===== config.mk =====
export PLATFORM = sky130hd
export DESIGN_NAME = softmax_norm
export DESIGN_NICKNAME = d
export VERILOG_FILES = /design/src/rtl/softmax_pkg.sv /design/src/rtl/softmax_div.sv /design/src/rtl/softmax_norm.sv
export SDC_FILE = /design/constraint.sdc
export NUM_CORES = 1
export LEC_CHECK = 0
export BUFFER_PORTS_ARGS = -buffer_cell sky130_fd_sc_hd__buf_4
export CAP_MARGIN = 20
export CORE_ASPECT_RATIO = 0.8
export CORE_MARGIN = 5
export CORE_UTILIZATION = 56
export CTS_CLUSTER_DIAMETER = 120
export DETAILED_ROUTE_END_ITERATION = 7
export MAX_ROUTING_LAYER = met4
export PLACE_DENSITY = 0.76
export SLEW_MARGIN = 20
export SYNTH_ARGS = -nofsm -noshare
export SYNTH_HDL_FRONTEND = slang
export SYNTH_SLANG_ARGS = --single-unit
export TNS_END_PERCENT = 100

===== constraint.sdc =====
create_clock -name clk -period 3.5 [get_ports clk]
set_clock_uncertainty 0.05 [all_clocks]
set_input_delay 0.175 -clock clk [delete_from_list [all_inputs] [get_ports clk]]
set_output_delay 0.175 -clock clk [all_outputs]
set_load 0.1 [all_outputs]

===== src/rtl/softmax_pkg.sv =====
// Shared widths, the Q8.8 unit constant and the FSM state type for the softmax normalizer.
package softmax_pkg;

  localparam int unsigned WIDTH = 16;
  localparam int unsigned FRAC  = 8;

  localparam logic [15:0] ONE_Q88 = 16'h0100;

  typedef enum logic [1:0] {
    S_LOAD,
    S_DIV,
    S_OUT
  } state_t;

endpackage


===== src/rtl/softmax_div.sv =====
// Restoring unsigned divider: one quotient bit per cycle, quotient truncated.
// done pulses for one cycle after the last iteration.
module softmax_div #(
  parameter int unsigned DVD_W = 24,
  parameter int unsigned DVS_W = 19
) (
  input  logic             clk,
  input  logic             rst,
  input  logic             start,
  input  logic [DVD_W-1:0] dividend,
  input  logic [DVS_W-1:0] divisor,
  output logic             done,
  output logic [DVD_W-1:0] quotient
);

  localparam int unsigned CNT_W = $clog2(DVD_W + 1);

  logic [DVS_W-1:0] rem;
  logic [DVS_W-1:0] dvs;
  logic [CNT_W-1:0] cnt;
  logic             running;
  logic [DVS_W:0]   trial;
  logic             fits;

  // Quotient register doubles as the dividend shift register.
  always_comb begin
    trial = {rem, quotient[DVD_W-1]};
    fits  = (trial >= {1'b0, dvs});
  end

  always_ff @(posedge clk) begin
    if (rst) begin
      running  <= 1'b0;
      done     <= 1'b0;
      cnt      <= '0;
      rem      <= '0;
      dvs      <= '0;
      quotient <= '0;
    end else begin
      done <= 1'b0;
      if (start) begin
        running  <= 1'b1;
        cnt      <= CNT_W'(DVD_W);
        rem      <= '0;
        dvs      <= divisor;
        quotient <= dividend;
      end else if (running) begin
        rem      <= fits ? DVS_W'(trial - {1'b0, dvs}) : DVS_W'(trial);
        quotient <= {quotient[DVD_W-2:0], fits};
        cnt      <= cnt - 1'b1;
        if (cnt == CNT_W'(1)) begin
          running <= 1'b0;
          done    <= 1'b1;
        end
      end
    end
  end

endmodule


===== src/rtl/softmax_norm.sv =====
// Softmax normalizer: buffers N exp() samples and their sum, then emits each
// sample divided by the sum as a Q8.8 probability, one element at a time.
module softmax_norm #(
  parameter int unsigned WIDTH = softmax_pkg::WIDTH,
  parameter int unsigned FRAC  = softmax_pkg::FRAC,
  parameter int unsigned N     = 8
) (
  input  logic             clk,
  input  logic             rst,
  input  logic             in_valid,
  output logic             in_ready,
  input  logic [WIDTH-1:0] in_data,
  output logic             out_valid,
  input  logic             out_ready,
  output logic [WIDTH-1:0] out_data,
  output logic             out_last,
  output logic             busy
);

  import softmax_pkg::*;

  localparam int unsigned IDX_W = $clog2(N);
  localparam int unsigned SUM_W = WIDTH + IDX_W;
  localparam int unsigned DVD_W = WIDTH + FRAC;

  state_t           state, state_next;
  logic [IDX_W-1:0] idx, idx_next, idx_inc;
  logic [SUM_W-1:0] sum, sum_next;
  logic [WIDTH-1:0] sample_buf [N];
  logic [WIDTH-1:0] out_data_next;
  logic             out_last_next;
  logic             buf_we;
  logic             div_start;
  logic             div_done;
  logic [DVD_W-1:0] div_dividend;
  logic [SUM_W-1:0] div_divisor;
  logic [DVD_W-1:0] div_quotient;
  logic             at_last;

  assign idx_inc = idx + 1'b1;
  assign at_last = (idx == IDX_W'(N - 1));

  // Next-state, datapath updates and divider launch on every entry into S_DIV.
  always_comb begin
    state_next    = state;
    idx_next      = idx;
    sum_next      = sum;
    out_data_next = out_data;
    out_last_next = out_last;
    buf_we        = 1'b0;
    div_start     = 1'b0;
    div_dividend  = '0;
    div_divisor   = '0;
    unique case (state)
      S_LOAD: begin
        if (in_valid) begin
          buf_we   = 1'b1;
          sum_next = sum + SUM_W'(in_data);
          idx_next = idx_inc;
          if (at_last) begin
            state_next   = S_DIV;
            idx_next     = '0;
            div_dividend = DVD_W'(sample_buf[0]) << FRAC;
            div_divisor  = sum_next;
            div_start    = (sum_next != '0);
          end
        end
      end
      S_DIV: begin
        // A zero sum skips the divider entirely and yields a zero probability.
        if (sum == '0) begin
          state_next    = S_OUT;
          out_data_next = '0;
          out_last_next = at_last;
        end else if (div_done) begin
          state_next    = S_OUT;
          out_data_next = (div_quotient > DVD_W'(ONE_Q88)) ? WIDTH'(ONE_Q88)
                                                           : WIDTH'(div_quotient);
          out_last_next = at_last;
        end
      end
      S_OUT: begin
        if (out_ready) begin
          out_last_next = 1'b0;
          if (at_last) begin
            state_next = S_LOAD;
            idx_next   = '0;
            sum_next   = '0;
          end else begin
            state_next   = S_DIV;
            idx_next     = idx_inc;
            div_dividend = DVD_W'(sample_buf[idx_inc]) << FRAC;
            div_divisor  = sum;
            div_start    = (sum != '0);
          end
        end
      end
      default: state_next = S_LOAD;
    endcase
  end

  always_ff @(posedge clk) begin
    if (rst) begin
      state     <= S_LOAD;
      idx       <= '0;
      sum       <= '0;
      out_data  <= '0;
      out_last  <= 1'b0;
      out_valid <= 1'b0;
      busy      <= 1'b0;
      in_ready  <= 1'b1;
    end else begin
      state     <= state_next;
      idx       <= idx_next;
      sum       <= sum_next;
      out_data  <= out_data_next;
      out_last  <= out_last_next;
      out_valid <= (state_next == S_OUT);
      busy      <= (state_next != S_LOAD);
      in_ready  <= (state_next == S_LOAD);
    end
  end

  // Sample storage carries no reset; it is always rewritten before use.
  always_ff @(posedge clk) begin
    if (buf_we) sample_buf[idx] <= in_data;
  end

  softmax_div #(
    .DVD_W(DVD_W),
    .DVS_W(SUM_W)
  ) u_div (
    .clk     (clk),
    .rst     (rst),
    .start   (div_start),
    .dividend(div_dividend),
    .divisor (div_divisor),
    .done    (div_done),
    .quotient(div_quotient)
  );

endmodule


==> out/qor.yml <==
worst_setup_path:
  worst_setup_path_end_kind: "register"
  critPathMostFrequentCell: "buf_6"
  cp_cell_sequence: "ha_2 > a21oi_1 > o21ai_0 > buf_4 > a22o_1 > or3_1 > xor2_1 > nand4b_1 > nor4_4 > buf_6 > buf_12 > buf_6 > a2111oi_0 > a211oi_1"
  cp_data_required_time_ps: 3800
  arrival_ps: 3910
  crit_buf_inv: 4
  cp_slowest_cell: "dfxtp_1"
  rr_startpoint: "sum[8]"
  startpoint: "sum[8]"
  max_stage_delay_ps: 430
  cp_max_fo: 8
  critPathKind: "reg2reg"
  critical_path.top_delay_family: "compound AO/OA/AOI/OAI gates"
  cp-start-kind: "register"
worst_hold_path:
  min_from: "out_ready"
  min_path_type: "in2reg"
route:
  vias_per_cell: 6.24
  drt_iter0_drc: 784
  postRouteAntennaNets: 0
  drtPass1Iterations: 5
  dr_wl_met3_um: 1720
  num_vias: 8505
  wl_per_cell_um: 20.0
  wl_met1_um: 12800
  wl_met2_um: 12200
  top_layer: "met4"
  routed_wl_um: 27300
  route.detailed.drc: 0
synth:
  syn_inst: 994
  yosysWarnings: 0
  syn_area_um2: 11700
  ys_ff_latch: 241
  synth_top_family_by_area: "compound AO/OA/AOI/OAI gates"
  yosysUniqueCellTypes: 68
  synth_fp_nets: 1059
  async_flop_share_pct: 0
  syn_avg_cell_area_um2: 11.7
  synth_compound_area_share_pct: 15.6
  synth-edff-count: 128
  synth-xor-area-share_pct: 1.80
  synthAdderAreaFrac_pct: 4.95
  yosys.area_share.simple_pct: 11.1
  ys_seq_area_share_pct: 52.3
  synth_flop_cell: "edfxtp_1"
  synthMuxAreaShare_pct: 11.3
power_and_ir_drop:
  powerDensity_nw_per_um2: 474
  power.switching_uw: 1590
  sequentialPowerShare_pct: 46.6
  p_clk_share_pct: 40.4
  switching_share_pct: 24.0
  leakage_uw: 0.00490
  combinationalPowerShare_pct: 13.0
  intPower_uw: 5040
  vdd_drop_max_mv: 0.401
finish:
  drive_above_1_share_pct: 21.2
  final_nets: 1142
  antennaDiodeCount: 0
  layout_common_cells: "edfxtp_1 (128), dfxtp_1 (110), nor2_1 (98)"
  final_common_cell: "edfxtp_1"
  syn_to_final_growth_pct: 19.8
  nFillCells: 1445
timing:
  finalHoldWorstSlack_ps: 52.7
  relSlewSlack_pct: 32.0
  slew_violations: 0
  fin_tns_setup_ps: -413
  finalCritPeriodShare_pct: 103
  fmax_mhz: 278
  rsz0062_at_grt: "yes"
  hold_violations: 0
  tightestPinTransition_ps: 1020
  setup_violations: 19
  finalCriticalPeriod_ps: 3600
  fin_ws_ps: -101
place:
  post-dp-hpwl_um: 17600
  gp_congestion: 0.912
  portBuffers: 39
global_route:
  grt_pass1_wl_um: 42900
  grt_overflow_total: 0
  antenna_found_initial: 0
  grt_pass1_vias: 8066
  grt_usage_pct: 22.7
  grt_max_degree: 66
clock_network:
  htreeDepth: 1
  clkSinkCount: 241
  cts_tree: "built"
  clk_pin_slew_ps: 70
  cts_buffer_depth: 3
  numCtsBuffers: 24
  insertion_delay_ps: 520
  cts_root_buf: "clkbuf_16"
outcome:
  violations: "setup timing"
  status: "complete, but fails checks"
die:
  ios: 40
  initial_core_util_pct: 56.7
  die_y_um: 139
  fp-row-count: 47
  dieArea_um2: 23900
  core-area_um2: 20600
  chipWidth_um: 171
job:
  drv_cap: 0
[cell type report]
cell class                 instances  area, µm²  area share, %
tap                              269        337           2.41
clock buffer                      37        783           5.60
multi-input combinational        664       5520           39.5
inverter                          33        124          0.886
timing repair buffer             113       1040           7.43
sequential                       241       6110           43.7
clock inverter                     7       70.1          0.501
[final timing paths]
kind,end,slack [ps],cells past startpoint
worst min-delay path,out_last,50,4
worst max register to register,u_div.quotient[8],-100,14
worst max-delay path,u_div.quotient[8],-100,14
worst min register to register,out_data[12],410,1
[power by group through the flow]
stage	clock [µW]	combinational [µW]	sequential (µW)
after floorplan	0	538	3130
after global placement	0	765	3140
after detailed placement	0	775	3140
after CTS	2720	824	3080
after global routing	2840	942	3090
final	2680	865	3090
[flip-flops by register name, indices dropped and copies added, names as in the netlist]
signal          count
u_div.rem          19
sum                19
u_div.dvs          19
out_data           16
u_div.quotient     24
out_last            1
sample_buf        128
out_valid           1
u_div.running       1
busy                1
u_div.done          1
in_ready            1
state               2
idx                 3
u_div.cnt           5
[through the flow]
step / util [%] / instances / setup slack (ps) / power, µW / cell area, µm²
floorplan: - / 994 / 104 / 3670 / 11700
global placement: 60.8 / 1293 / -71.2 / 3910 / 12500
detailed placement: 60.8 / 1293 / -229 / 3920 / 12500
CTS: 66.4 / 1356 / 11.7 / 6630 / 13700
global route: 68.0 / 1364 / -186 / 6880 / 14000
finish: 68.0 / 1364 / -101 / 6630 / 14000
[cells in the mapped netlist, types with 17 or more instances]
cell type / instances / area (µm²)
nand2_1: 33 / 124
clkbuf_1: 45 / 169
edfxtp_1: 128 / 3840
a21oi_1: 43 / 215
xnor2_1: 17 / 149
dfxtp_1: 113 / 2260
o21ai_0: 29 / 145
mux2i_1: 58 / 581
a22oi_1: 46 / 345
mux4_2: 32 / 721
inv_1: 33 / 124
a2111oi_0: 18 / 158
ha_1: 43 / 538
a211oi_1: 28 / 210
nor2_1: 100 / 375
nor3_1: 26 / 130
[worst reg2reg max path: cells and delay by family (launching register included)]
family                     cells  cell delay [ps]
xor gates and xnor gates       1              280
AOI/OAI and AO/OA              5             1110
DFF                            1              430
buffers and inverters          4              560
and+or+nand+nor                3              660
adders and majority gates      1              370
[layer usage]
layer / vias to the layer above / global-route usage [%]
met5: - / -
li1: 3999 / -
met1: 4147 / 34.1
met4: 0 / 5.13
met2: 299 / 33.0
met3: 60 / 3.13
[cell families after synthesis]
family | after synthesis
AOI/OAI and AO/OA | 244
xor gates and xnor gates | 24
buffers and inverters | 89
and+or+nand+nor | 259
DFF | 241
adders and majority gates | 45
muxes | 92
[what timing repair did]
item,in CTS,in global routing
hold buffers,16,0
setup endpoints to repair,56,69
cloned,1,4
endpoints found under the hold margin,128,0
resized for setup,25,35
pin swaps,19,21
buffers inserted,2,5
Note: power is estimated with default switching activity, not from simulation.
